<file path="config.mk">
export PLATFORM = sky130hd
export DESIGN_NAME = seq_alu
export DESIGN_NICKNAME = d
export VERILOG_FILES = /design/src/rtl/seq_alu.sv
export SDC_FILE = /design/constraint.sdc
export NUM_CORES = 1
export LEC_CHECK = 0
export BUFFER_PORTS_ARGS = -buffer_cell sky130_fd_sc_hd__buf_2
export CAP_MARGIN = 25
export CELL_PAD_IN_SITES_DETAIL_PLACEMENT = 0
export CELL_PAD_IN_SITES_GLOBAL_PLACEMENT = 1
export CORE_UTILIZATION = 48
export CTS_BUF_LIST = sky130_fd_sc_hd__clkbuf_8
export DETAILED_ROUTE_END_ITERATION = 8
export PLACE_DENSITY = 0.89
export SKIP_CTS_REPAIR_TIMING = 1
export SYNTH_ARGS = -nofsm -noshare
export SYNTH_HDL_FRONTEND = slang
export SYNTH_SLANG_ARGS = --single-unit
</file>
<file path="constraint.sdc">
create_clock -name clk -period 5.3 [get_ports clk]
set_input_delay 0.53 -clock clk [delete_from_list [all_inputs] [get_ports clk]]
set_output_delay 0.53 -clock clk [all_outputs]
set_load 0.1 [all_outputs]
</file>
<file path="src/rtl/seq_alu.sv">
// -----------------------------------------------------------------------------
// seq_alu
// Multi-cycle ALU with a valid/ready handshake on both sides. Logic ops,
// ADD, SUB, PASS and unknown opcodes finish in one cycle; shifts move one
// bit per cycle; MUL is an iterative shift-add over a 2*WIDTH-bit product.
// The result and flags are registered and held until the next result.
//
// Optional feature macro: SEQ_ALU_MUL_EN
//   defined     -> opcode 10 is an unsigned WIDTH-cycle multiply, out_hi live
//   not defined -> opcode 10 is an unknown opcode, out_hi tied to 0
//
// Ports:
//   clk        rising-edge clock
//   rst_n      asynchronous active-low reset
//   in_valid   operation offered
//   in_ready   block can accept (IDLE and out of reset)
//   A, B       operands (low SHW bits of B are the shift amount)
//   op         4-bit opcode
//   out_valid  result registers valid
//   out_ready  consumer takes the result
//   out        result (low half for MUL)
//   out_hi     upper half of MUL product, 0 otherwise
//   zero, negative, carry, overflow  result flags (from out only)
// -----------------------------------------------------------------------------
module seq_alu #(
    parameter int WIDTH = 8,
    parameter int SHW   = $clog2(WIDTH)
) (
    input  logic             clk,
    input  logic             rst_n,
    input  logic             in_valid,
    output logic             in_ready,
    input  logic [WIDTH-1:0] A,
    input  logic [WIDTH-1:0] B,
    input  logic [3:0]       op,
    output logic             out_valid,
    input  logic             out_ready,
    output logic [WIDTH-1:0] out,
    output logic [WIDTH-1:0] out_hi,
    output logic             zero,
    output logic             negative,
    output logic             carry,
    output logic             overflow
);

    localparam logic [1:0] ST_IDLE = 2'd0;
    localparam logic [1:0] ST_BUSY = 2'd1;
    localparam logic [1:0] ST_DONE = 2'd2;

    localparam logic [3:0] OP_OR   = 4'd1;
    localparam logic [3:0] OP_AND  = 4'd2;
    localparam logic [3:0] OP_XOR  = 4'd3;
    localparam logic [3:0] OP_NOT  = 4'd4;
    localparam logic [3:0] OP_ADD  = 4'd5;
    localparam logic [3:0] OP_SHL  = 4'd6;
    localparam logic [3:0] OP_PASS = 4'd7;
    localparam logic [3:0] OP_SUB  = 4'd8;
    localparam logic [3:0] OP_SHR  = 4'd9;

    localparam logic [SHW-1:0] SH_ZERO = SHW'(0);
    localparam logic [SHW-1:0] SH_ONE  = SHW'(1);

`ifdef SEQ_ALU_MUL_EN
    localparam logic [3:0]     OP_MUL  = 4'd10;
    localparam logic [SHW-1:0] SH_LAST = SHW'(WIDTH - 1);
`endif

    // Flag helper: result is all zeros.
    function automatic logic f_is_zero(input logic [WIDTH-1:0] v);
        return (v == {WIDTH{1'b0}});
    endfunction

    logic [1:0]       state_r;
    logic [3:0]       op_r;
    logic [SHW-1:0]   cnt_r;
    logic [WIDTH-1:0] work_r;
    logic [WIDTH-1:0] out_r;
    logic             zero_r;
    logic             neg_r;
    logic             carry_r;
    logic             ovf_r;

    logic [SHW-1:0]   shamt_s;
    logic [WIDTH:0]   sum_s;
    logic [WIDTH:0]   diff_s;
    logic             accept_s;
    logic             finish_s;
    logic             load_s;

    logic [WIDTH-1:0] sc_out_s;
    logic             sc_carry_s;
    logic             sc_ovf_s;
    logic             sc_multi_s;
    logic [WIDTH-1:0] sc_work_s;
    logic [SHW-1:0]   sc_cnt_s;

    logic [WIDTH-1:0] busy_out_s;
    logic             busy_carry_s;

    logic [WIDTH-1:0] res_out_s;
    logic             res_carry_s;
    logic             res_ovf_s;

`ifdef SEQ_ALU_MUL_EN
    logic [2*WIDTH-1:0] acc_r;
    logic [2*WIDTH-1:0] ma_r;
    logic [WIDTH-1:0]   mb_r;
    logic [WIDTH-1:0]   out_hi_r;
    logic [2*WIDTH-1:0] mul_sum_s;
    logic [WIDTH-1:0]   busy_hi_s;
    logic [WIDTH-1:0]   res_hi_s;
`endif

    assign in_ready  = (state_r == ST_IDLE) && rst_n;
    assign out_valid = (state_r == ST_DONE);
    assign out       = out_r;
    assign zero      = zero_r;
    assign negative  = neg_r;
    assign carry     = carry_r;
    assign overflow  = ovf_r;

    assign shamt_s  = B[SHW-1:0];
    assign sum_s    = {1'b0, A} + {1'b0, B};
    assign diff_s   = {1'b0, A} - {1'b0, B};
    assign accept_s = in_valid && in_ready;
    // Last iteration: the BUSY edge that produces the final value.
    assign finish_s = (state_r == ST_BUSY) && (cnt_r == SH_ONE);
    assign load_s   = (accept_s && !sc_multi_s) || finish_s;

    // Decode of the accepted operation: single-cycle result or first iteration.
    always_comb begin
        sc_out_s   = {WIDTH{1'b0}};
        sc_carry_s = 1'b0;
        sc_ovf_s   = 1'b0;
        sc_multi_s = 1'b0;
        sc_work_s  = {WIDTH{1'b0}};
        sc_cnt_s   = SH_ZERO;
        case (op)
            OP_OR:   sc_out_s = A | B;
            OP_AND:  sc_out_s = A & B;
            OP_XOR:  sc_out_s = A ^ B;
            OP_NOT:  sc_out_s = ~A;
            OP_PASS: sc_out_s = B;
            OP_ADD: begin
                sc_out_s   = sum_s[WIDTH-1:0];
                sc_carry_s = sum_s[WIDTH];
                sc_ovf_s   = (A[WIDTH-1] == B[WIDTH-1]) && (sum_s[WIDTH-1] != A[WIDTH-1]);
            end
            OP_SUB: begin
                sc_out_s   = diff_s[WIDTH-1:0];
                sc_carry_s = diff_s[WIDTH];  // borrow: A < B unsigned
                sc_ovf_s   = (A[WIDTH-1] != B[WIDTH-1]) && (diff_s[WIDTH-1] != A[WIDTH-1]);
            end
            OP_SHL: begin
                // First bit is shifted on the accepting edge.
                sc_work_s = {A[WIDTH-2:0], 1'b0};
                sc_cnt_s  = shamt_s - SH_ONE;
                if (shamt_s == SH_ZERO) begin
                    sc_out_s = A;
                end else if (shamt_s == SH_ONE) begin
                    sc_out_s   = {A[WIDTH-2:0], 1'b0};
                    sc_carry_s = A[WIDTH-1];
                end else begin
                    sc_multi_s = 1'b1;
                end
            end
            OP_SHR: begin
                sc_work_s = {1'b0, A[WIDTH-1:1]};
                sc_cnt_s  = shamt_s - SH_ONE;
                if (shamt_s == SH_ZERO) begin
                    sc_out_s = A;
                end else if (shamt_s == SH_ONE) begin
                    sc_out_s   = {1'b0, A[WIDTH-1:1]};
                    sc_carry_s = A[0];
                end else begin
                    sc_multi_s = 1'b1;
                end
            end
`ifdef SEQ_ALU_MUL_EN
            OP_MUL: begin
                // Iteration 0 happens on the accepting edge, WIDTH-1 remain.
                sc_multi_s = 1'b1;
                sc_cnt_s   = SH_LAST;
            end
`endif
            default: sc_out_s = {WIDTH{1'b0}};
        endcase
    end

`ifdef SEQ_ALU_MUL_EN
    assign mul_sum_s = acc_r + (mb_r[0] ? ma_r : {(2*WIDTH){1'b0}});
`endif

    // One BUSY iteration: next shift value or next partial product.
    always_comb begin
        busy_out_s   = {1'b0, work_r[WIDTH-1:1]};
        busy_carry_s = work_r[0];
`ifdef SEQ_ALU_MUL_EN
        busy_hi_s    = {WIDTH{1'b0}};
`endif
        case (op_r)
            OP_SHL: begin
                busy_out_s   = {work_r[WIDTH-2:0], 1'b0};
                busy_carry_s = work_r[WIDTH-1];
            end
`ifdef SEQ_ALU_MUL_EN
            OP_MUL: begin
                busy_out_s   = mul_sum_s[WIDTH-1:0];
                busy_hi_s    = mul_sum_s[2*WIDTH-1:WIDTH];
                busy_carry_s = !f_is_zero(mul_sum_s[2*WIDTH-1:WIDTH]);
            end
`endif
            default: begin
                busy_out_s   = {1'b0, work_r[WIDTH-1:1]};
                busy_carry_s = work_r[0];
            end
        endcase
    end

    // Select what gets written into the result registers.
    always_comb begin
        if (finish_s) begin
            res_out_s   = busy_out_s;
            res_carry_s = busy_carry_s;
            res_ovf_s   = 1'b0;
        end else begin
            res_out_s   = sc_out_s;
            res_carry_s = sc_carry_s;
            res_ovf_s   = sc_ovf_s;
        end
    end

    // Control FSM, iteration counter and shift working register.
    always_ff @(posedge clk or negedge rst_n) begin
        if (!rst_n) begin
            state_r <= ST_IDLE;
            op_r    <= 4'd0;
            cnt_r   <= SH_ZERO;
            work_r  <= {WIDTH{1'b0}};
        end else begin
            case (state_r)
                ST_IDLE: begin
                    if (accept_s) begin
                        op_r <= op;
                        if (sc_multi_s) begin
                            state_r <= ST_BUSY;
                            cnt_r   <= sc_cnt_s;
                            work_r  <= sc_work_s;
                        end else begin
                            state_r <= ST_DONE;
                        end
                    end else begin
                        state_r <= ST_IDLE;
                    end
                end
                ST_BUSY: begin
                    if (cnt_r == SH_ONE) begin
                        state_r <= ST_DONE;
                    end else begin
                        cnt_r  <= cnt_r - SH_ONE;
                        work_r <= busy_out_s;
                    end
                end
                ST_DONE: begin
                    if (out_ready) begin
                        state_r <= ST_IDLE;
                    end else begin
                        state_r <= ST_DONE;
                    end
                end
                default: state_r <= ST_IDLE;
            endcase
        end
    end

    // Result and flag registers: written only on the edge that raises out_valid.
    always_ff @(posedge clk or negedge rst_n) begin
        if (!rst_n) begin
            out_r   <= {WIDTH{1'b0}};
            zero_r  <= 1'b0;
            neg_r   <= 1'b0;
            carry_r <= 1'b0;
            ovf_r   <= 1'b0;
        end else if (load_s) begin
            out_r   <= res_out_s;
            zero_r  <= f_is_zero(res_out_s);
            neg_r   <= res_out_s[WIDTH-1];
            carry_r <= res_carry_s;
            ovf_r   <= res_ovf_s;
        end else begin
            out_r   <= out_r;
            zero_r  <= zero_r;
            neg_r   <= neg_r;
            carry_r <= carry_r;
            ovf_r   <= ovf_r;
        end
    end

`ifdef SEQ_ALU_MUL_EN
    assign res_hi_s = finish_s ? busy_hi_s : {WIDTH{1'b0}};
    assign out_hi   = out_hi_r;

    // Shift-add multiplier datapath: accumulator, shifted multiplicand, multiplier bits.
    always_ff @(posedge clk or negedge rst_n) begin
        if (!rst_n) begin
            acc_r <= {(2*WIDTH){1'b0}};
            ma_r  <= {(2*WIDTH){1'b0}};
            mb_r  <= {WIDTH{1'b0}};
        end else if (accept_s && (op == OP_MUL)) begin
            acc_r <= B[0] ? {{WIDTH{1'b0}}, A} : {(2*WIDTH){1'b0}};
            ma_r  <= {{(WIDTH-1){1'b0}}, A, 1'b0};
            mb_r  <= {1'b0, B[WIDTH-1:1]};
        end else if ((state_r == ST_BUSY) && (op_r == OP_MUL)) begin
            acc_r <= mul_sum_s;
            ma_r  <= {ma_r[2*WIDTH-2:0], 1'b0};
            mb_r  <= {1'b0, mb_r[WIDTH-1:1]};
        end else begin
            acc_r <= acc_r;
            ma_r  <= ma_r;
            mb_r  <= mb_r;
        end
    end

    // Upper product half, updated together with the other result registers.
    always_ff @(posedge clk or negedge rst_n) begin
        if (!rst_n) begin
            out_hi_r <= {WIDTH{1'b0}};
        end else if (load_s) begin
            out_hi_r <= res_hi_s;
        end else begin
            out_hi_r <= out_hi_r;
        end
    end
`else
    assign out_hi = {WIDTH{1'b0}};
`endif

endmodule

</file>
==> results.json, run 1 <==
{
  "cellPowerDensity_mw_per_mm2": 304,
  "final_util_pct": 53.8,
  "fp.dieArea_sq_mm": 0.00756,
  "max-vdd-ir-drop_mv": 0.223,
  "drv_slew": 0,
  "clock_tree.root_cell": "clkbuf_8",
  "critical_path.reg2reg.endpoint": "zero",
  "switching_share_pct": 52.4,
  "worst-r2r-cell-count": 8,
  "leakagePower_nw": 1.60,
  "skew_ps": 3.21,
  "share_of_layout_cells_above_drive_strength_1_pct": 14.2,
  "final_cell_count_without_fillers": 541,
  "max_stage_delay_ps": 430,
  "asyncSetResetFlopFracSynth_pct": 100,
  "routed_wl_um": 9600,
  "timing.critical_path.to_type": "register",
  "cts.clk_slew.worst_paths_ps": 90,
  "gate_count_of_the_mapped_netlist": 434,
  "clock-sinks": 28,
  "synth_sequential_area_ratio_pct": 20.2,
  "p_int_w": 0.000535,
  "port_buffers": 37,
  "final_hold_viol_count": 0,
  "hold_class": "primary input to asynchronous set/reset pin",
  "dp.cells": 537,
  "grt_antenna_before_repair": 0,
  "number_of_nets_at_the_end_of_the_flow": 501,
  "die_height_um": 86.9,
  "critical_path_peak_fanout": 6,
  "gp_congestion": 1.00,
  "wl_cell_um": 17.7,
  "syn_to_final_growth_pct": 6.83,
  "cts_max_level": 1,
  "ys_seq_elements": 28,
  "dieWidth_um": 86.9,
  "switching_power_w": 0.000590,
  "outcome": "finished, final reports clean",
  "relSlewSlack_pct": 39.3,
  "critical-path-top-cell-by-count": "mux2_2",
  "seqPwrFrac_pct": 30.9,
  "clock_power_share_pct": 11.8,
  "netlist-cell-type-count": 68,
  "crit_path_cell_trace": "buf_2 > inv_1 > ha_1 > fa_1 > or2_1 > a211oi_1 > mux2_2 > a2111oi_0 > o21ai_1 > mux2_2",
  "setup_violations": 0,
  "floorplan.initialDensity_pct": 50.4,
  "pwr-share-comb_pct": 57.2,
  "grt_setup_unrepaired": "false",
  "worst-endpoint-arrival_ps": 3230,
  "ant_nets": 0,
  "worstPathRequired_ps": 5470,
  "synthesis.area_per_instance_sq_um": 7.98,
  "synth_enable_flop_cells": 0,
  "finalWorstPathRequiredPeriod_ps": 3060,
  "grt_first_pass_wirelength_um": 15700,
  "final_design_area_no_fill_sq_mm": 0.00370,
  "timing.setup.critical_path_class": "primary input to register",
  "placement.cell_area_sq_mm": 0.00364,
  "post-route-drc-count": 0,
  "period_share_pct": 57.8,
  "regToRegStartpoint": "cnt_r[0]",
  "global_route.overflow_total": 0,
  "first_global_vias": 2973,
  "tns_ps": 0,
  "placementRows": 30,
  "insertion_delay_ps": 280,
  "dp.final_hpwl_um": 7130,
  "crit_slowest_cell": "fa_1",
  "vias": 3342,
  "io_pins": 46,
  "detail_route.iter0.violations": 311,
  "syn_warnings": 0,
  "worstMarginPinSlew_ps": 911,
  "clock.fmax_ghz": 0.327,
  "cts_buffer_depth": 2,
  "grt_max_degree": 43,
  "via_per_inst": 6.18,
  "core_area_sq_mm": 0.00687,
  "rrSetupSlack_ps": 2560,
  "drt_pass1_iterations": 5,
  "dominantRegCellSynth": "dfrtp_1",
  "timing.critical_path.from_type": "primary input",
  "max-cap-violations": 0,
  "n_antenna_cell": 0,
  "tritoncts": "yes",
  "cts-buffers-inserted": 3,
  "synth.cell_area_sq_mm": 0.00346,
  "design_power_total_w": 0.00113,
  "global_route.usage.total_pct": 26.6
}
[power by group through the flow]
stage | clock network [W] | logic [W] | registers [W]
after detailed placement | 0 | 0.000641 | 0.000351
final | 0.000133 | 0.000644 | 0.000348
after CTS | 0.000135 | 0.000642 | 0.000346
after floorplan | 0 | 0.000345 | 0.000515
after global placement | 0 | 0.000634 | 0.000347
after global routing | 0.000144 | 0.000688 | 0.000359
[worst max path at each step]
| stage | cells after the start | slack, ps | start | endpoint |
|---|---|---|---|---|
| final | 10 | 2240 | A[0] | out[6] |
| after global routing | 10 | 2050 | A[0] | out[6] |
| after CTS | 10 | 2230 | A[0] | out[6] |
| after detailed placement | 10 | 1930 | A[0] | out[6] |
| after global placement | 10 | 1930 | A[0] | out[6] |
| after floorplan | 8 | 1120 | rst_n | cnt_r[0] |
[area by class of cell]
class                           count  area, sq um
Sequential cell                    28          701
Fill cell                         655         3170
Timing Repair Buffer               41          219
Clock buffer                        4         55.1
Tap cell                           96          120
Inverter                           28          105
Multi-Input combinational cell    344         2500
[metal layers]
| layer | wire length (um) | track usage, % | vias up | part of all wire [%] |
|---|---|---|---|---|
| met5 | 0 | 0 | - | 0 |
| met2 | 4310 | 40.9 | 137 | 45 |
| met1 | 4540 | 39.8 | 1587 | 47 |
| met3 | 626 | 3.60 | 12 | 6.5 |
| met4 | 125 | 5.00 | 0 | 1.3 |
| li1 | - | - | 1606 | - |
[layout by cell type, fill, tap and decap left out, types with 9 or more instances in the layout]
master	n
a21oi_1	20
a221oi_1	13
buf_2	37
dfrtp_1	28
ha_1	29
inv_1	26
mux2_1	9
mux2i_1	11
nand2_1	24
nand2b_1	9
nand3_1	15
nor2_1	26
nor2b_1	10
nor3_1	13
nor3b_1	11
o21ai_0	18
o21ai_1	16
[cell families after synthesis]
group	synth area share, %
xor+xnor	2.02
flops	20.2
simple gates	23.6
mux	8.71
buf+inv	8.89
compound gates	24.8
fa+ha+maj	11.6
other cells	0.108
[worst max-delay path, delay by kind of cell]
| kind | cells | cell delay [ps] |
|---|---|---|
| AO/OA/AOI/OAI | 3 | 900 |
| adder cells (fa/ha/maj) | 2 | 670 |
| multiplexers | 2 | 660 |
| buffers and inverters | 2 | 240 |
| AND/OR/NAND/NOR | 1 | 240 |
[per-stage QoR]
| step | setup slack [ps] | hold WS [ps] |
|---|---|---|
| floorplan | 1120 | 234 |
| global placement | 1930 | 474 |
| detailed placement | 1930 | 484 |
| CTS | 2230 | 282 |
| global route | 2050 | 320 |
| finish | 2240 | 260 |
[registers in the layout, indices dropped and copies added, names as in the netlist]
signal,cells
carry,1
cnt_r,3
op_r,4
out,8
overflow,1
state_r,2
work_r,8
zero,1
[cells in the mapped netlist, drive strengths merged, types with 5 or more instances]
cell     n  area [sq um]
o21ai   36           188
ha      29           363
nand3   15          75.1
nand2   24          90.1
buf     24           139
and3b    5          43.8
xnor2    7          61.3
clkbuf  17          63.8
a31oi    6          37.5
o31ai    5          37.5
nor2    26          97.6
mux2    17           191
mux2i   11           110
nor3b   11          82.6
a211oi   8          60.1
dfrtp   28           701
a221oi  13           114
and2     5          31.3
inv     28           105
nor3    13          65.1
a21oi   20           100
nand2b   9          56.3
o211ai   5          37.5
o221ai   5          43.8
nor2b   10          62.6
Power figures use the tool's default switching activity.
==> run 2: changes to the inputs <==
Settings changed: ABC_AREA set to 1, CORE_UTILIZATION 48 to 38, PLACE_DENSITY 0.89 to 0.81.
Clock period 5.3 ns to 2.49 ns, I/O delays scaled along.
==> results.json, run 2 <==
{
  "outcome": "complete, but fails checks",
  "violations": "hold timing",
  "drt_pass1_iterations": 4,
  "clock_tree.root_cell": "clkbuf_8",
  "syn_warnings": 0,
  "crit_path_cell_trace": "inv_1 > nand2_1 > nor3b_1 > inv_1 > o22ai_2 > o21ai_0 > o21ai_0",
  "synth_enable_flop_cells": 0,
  "yosys.area.top_type_share_pct": 20.9,
  "share_of_layout_cells_above_drive_strength_1_pct": 12.0,
  "period_share_pct": 88.4,
  "vias": 3673,
  "critical_path_peak_fanout": 23,
  "worstPathRequired_ps": 2690,
  "leakagePower_nw": 2.07,
  "n_antenna_cell": 0,
  "netlist-cell-type-count": 34,
  "yosysMostFrequentCell": "nand2_1",
  "timing.setup.critical_path_class": "register to register",
  "dp.cells": 702,
  "ys_top_cells_by_area": "dfrtp_1 21%, nand2_1 19%, nand3_1 11%, ha_1 11%, inv_1 8.3%",
  "worst-endpoint-arrival_ps": 2400,
  "cellPowerDensity_mw_per_mm2": 693,
  "dp.final_hpwl_um": 8080,
  "insertion_delay_ps": 280,
  "cts-buffers-inserted": 3,
  "hold_slack_ps": -28.7,
  "grt_first_pass_wirelength_um": 16400,
  "synth_area_leader_cell": "dfrtp_1",
  "placementRows": 33,
  "finalWorstPathRequiredPeriod_ps": 2200,
  "final_cell_count_without_fillers": 706,
  "mostFrequentLayoutCells": "166 x nand2_1, 74 x inv_1, 73 x nand3_1",
  "detail_route.iter0.violations": 234,
  "final_hold_viol_count": 28,
  "synth.cell_area_sq_mm": 0.00335,
  "global_route.overflow_total": 0,
  "post-route-drc-count": 0,
  "io_pins": 46,
  "tns_ps": 0,
  "dominantRegCellSynth": "dfrtp_1",
  "grt_max_degree": 29,
  "synth_top_cells_by_count": "166 x nand2_1, 74 x inv_1, 73 x nand3_1, 66 x nor2_1",
  "ant_nets": 0,
  "critical_path.reg2reg.endpoint": "work_r[2]",
  "grt_antenna_before_repair": 0,
  "routed_wl_um": 10100,
  "cts_buffer_depth": 2,
  "gate_count_of_the_mapped_netlist": 559,
  "grt_setup_unrepaired": "false",
  "floorplan.initialDensity_pct": 40.0,
  "worstMarginPinSlew_ps": 791,
  "syn_to_final_growth_pct": 10.9,
  "setup_violations": 0,
  "fp.dieArea_sq_mm": 0.00920,
  "asyncSetResetFlopFracSynth_pct": 100,
  "global_route.usage.total_pct": 23.3,
  "gp_congestion": 0.885,
  "cts.clk_slew.worst_paths_ps": 90,
  "synthesis.area_per_instance_sq_um": 5.99,
  "max_stage_delay_ps": 650,
  "cts_max_level": 1,
  "max-cap-violations": 0,
  "via_per_inst": 5.20,
  "timing.critical_path.to_type": "register",
  "hold_class": "primary input to asynchronous set/reset pin",
  "clock-sinks": 28,
  "rrSetupSlack_ps": 290,
  "synth_sequential_area_ratio_pct": 20.9,
  "final_common_cell": "nand2_1",
  "ys_seq_elements": 28,
  "max-vdd-ir-drop_mv": 0.636,
  "worst-r2r-cell-count": 7,
  "timing.critical_path.from_type": "register",
  "core_area_sq_mm": 0.00838,
  "number_of_nets_at_the_end_of_the_flow": 657,
  "relSlewSlack_pct": 47.3,
  "crit_slowest_cell": "o22ai_2",
  "drv_slew": 0,
  "die_height_um": 95.9,
  "port_buffers": 37,
  "clock.fmax_ghz": 0.454,
  "wl_cell_um": 14.2,
  "regToRegStartpoint": "state_r[1]",
  "dieWidth_um": 95.9,
  "first_global_vias": 3363,
  "skew_ps": 6.07,
  "tritoncts": "yes"
}
[run 2: final cells by class]
type                    instances  area (sq um)
fillers                       919          4660
multi-input cells             442          2270
flip-flops and latches         28           701
inverters                      81           307
repair buffers                 46           253
well taps                     105           131
clock buffers                   4          55.1
[run 2: through the flow]
stage | util [%] | cell area (sq um) | setup WS [ps] | power (W)
after floorplan | - | 3380 | 477 | 0.00200
after global placement | 43.7 | 3660 | 151 | 0.00228
after detailed placement | 43.7 | 3660 | 77.2 | 0.00229
after CTS | 44.3 | 3720 | 239 | 0.00258
after global routing | 44.3 | 3720 | 7.42 | 0.00275
final | 44.3 | 3720 | 288 | 0.00257
[run 2: worst max-delay path, delay by kind of cell (launching register included)]
| family | cells | cell delay [ps] |
|---|---|---|
| simple gates | 2 | 440 |
| compound gates | 3 | 940 |
| flops | 1 | 400 |
| buf+inv | 2 | 330 |
[run 2: logic make-up (layout without fill, tap and decap cells)]
group | Yosys count | count (layout) | share of synthesized area [%]
and+or+nand+nor | 334 | 334 | 42.9
AOI/OAI and AO/OA | 67 | 67 | 11.4
buffers and inverters | 96 | 131 | 12.1
adders and majority gates | 31 | 31 | 12.0
DFF | 28 | 28 | 20.9
other | 1 | 8 | 0.112
xor gates and xnor gates | 2 | 2 | 0.523
[run 2: how the worst max path moves through the flow]
stage / from / endpoint / slack, ps / depth (start not counted)
floorplan: state_r[0] / in_ready / 480 / 3
global placement: A[0] / zero / 150 / 17
detailed placement: A[0] / zero / 80 / 17
CTS: state_r[0] / work_r[2] / 240 / 7
global route: state_r[0] / work_r[2] / 7 / 7
finish: state_r[1] / work_r[2] / 290 / 7
[run 2: per-layer routing]
| layer | routed length, um | global-route usage (%) |
|---|---|---|
| met3 | 582 | 3.55 |
| met4 | 167 | 4.10 |
| met5 | 0 | 0 |
| met2 | 4550 | 39.3 |
| met1 | 4760 | 31.6 |
[run 2: power by group]
part           switching, W  internal [W]  leakage, nW
Clock              0.000147      0.000142       0.0288
Combinational       0.00124      0.000323         1.69
Sequential        0.0000906      0.000629        0.353
Total               0.00148       0.00109         2.07
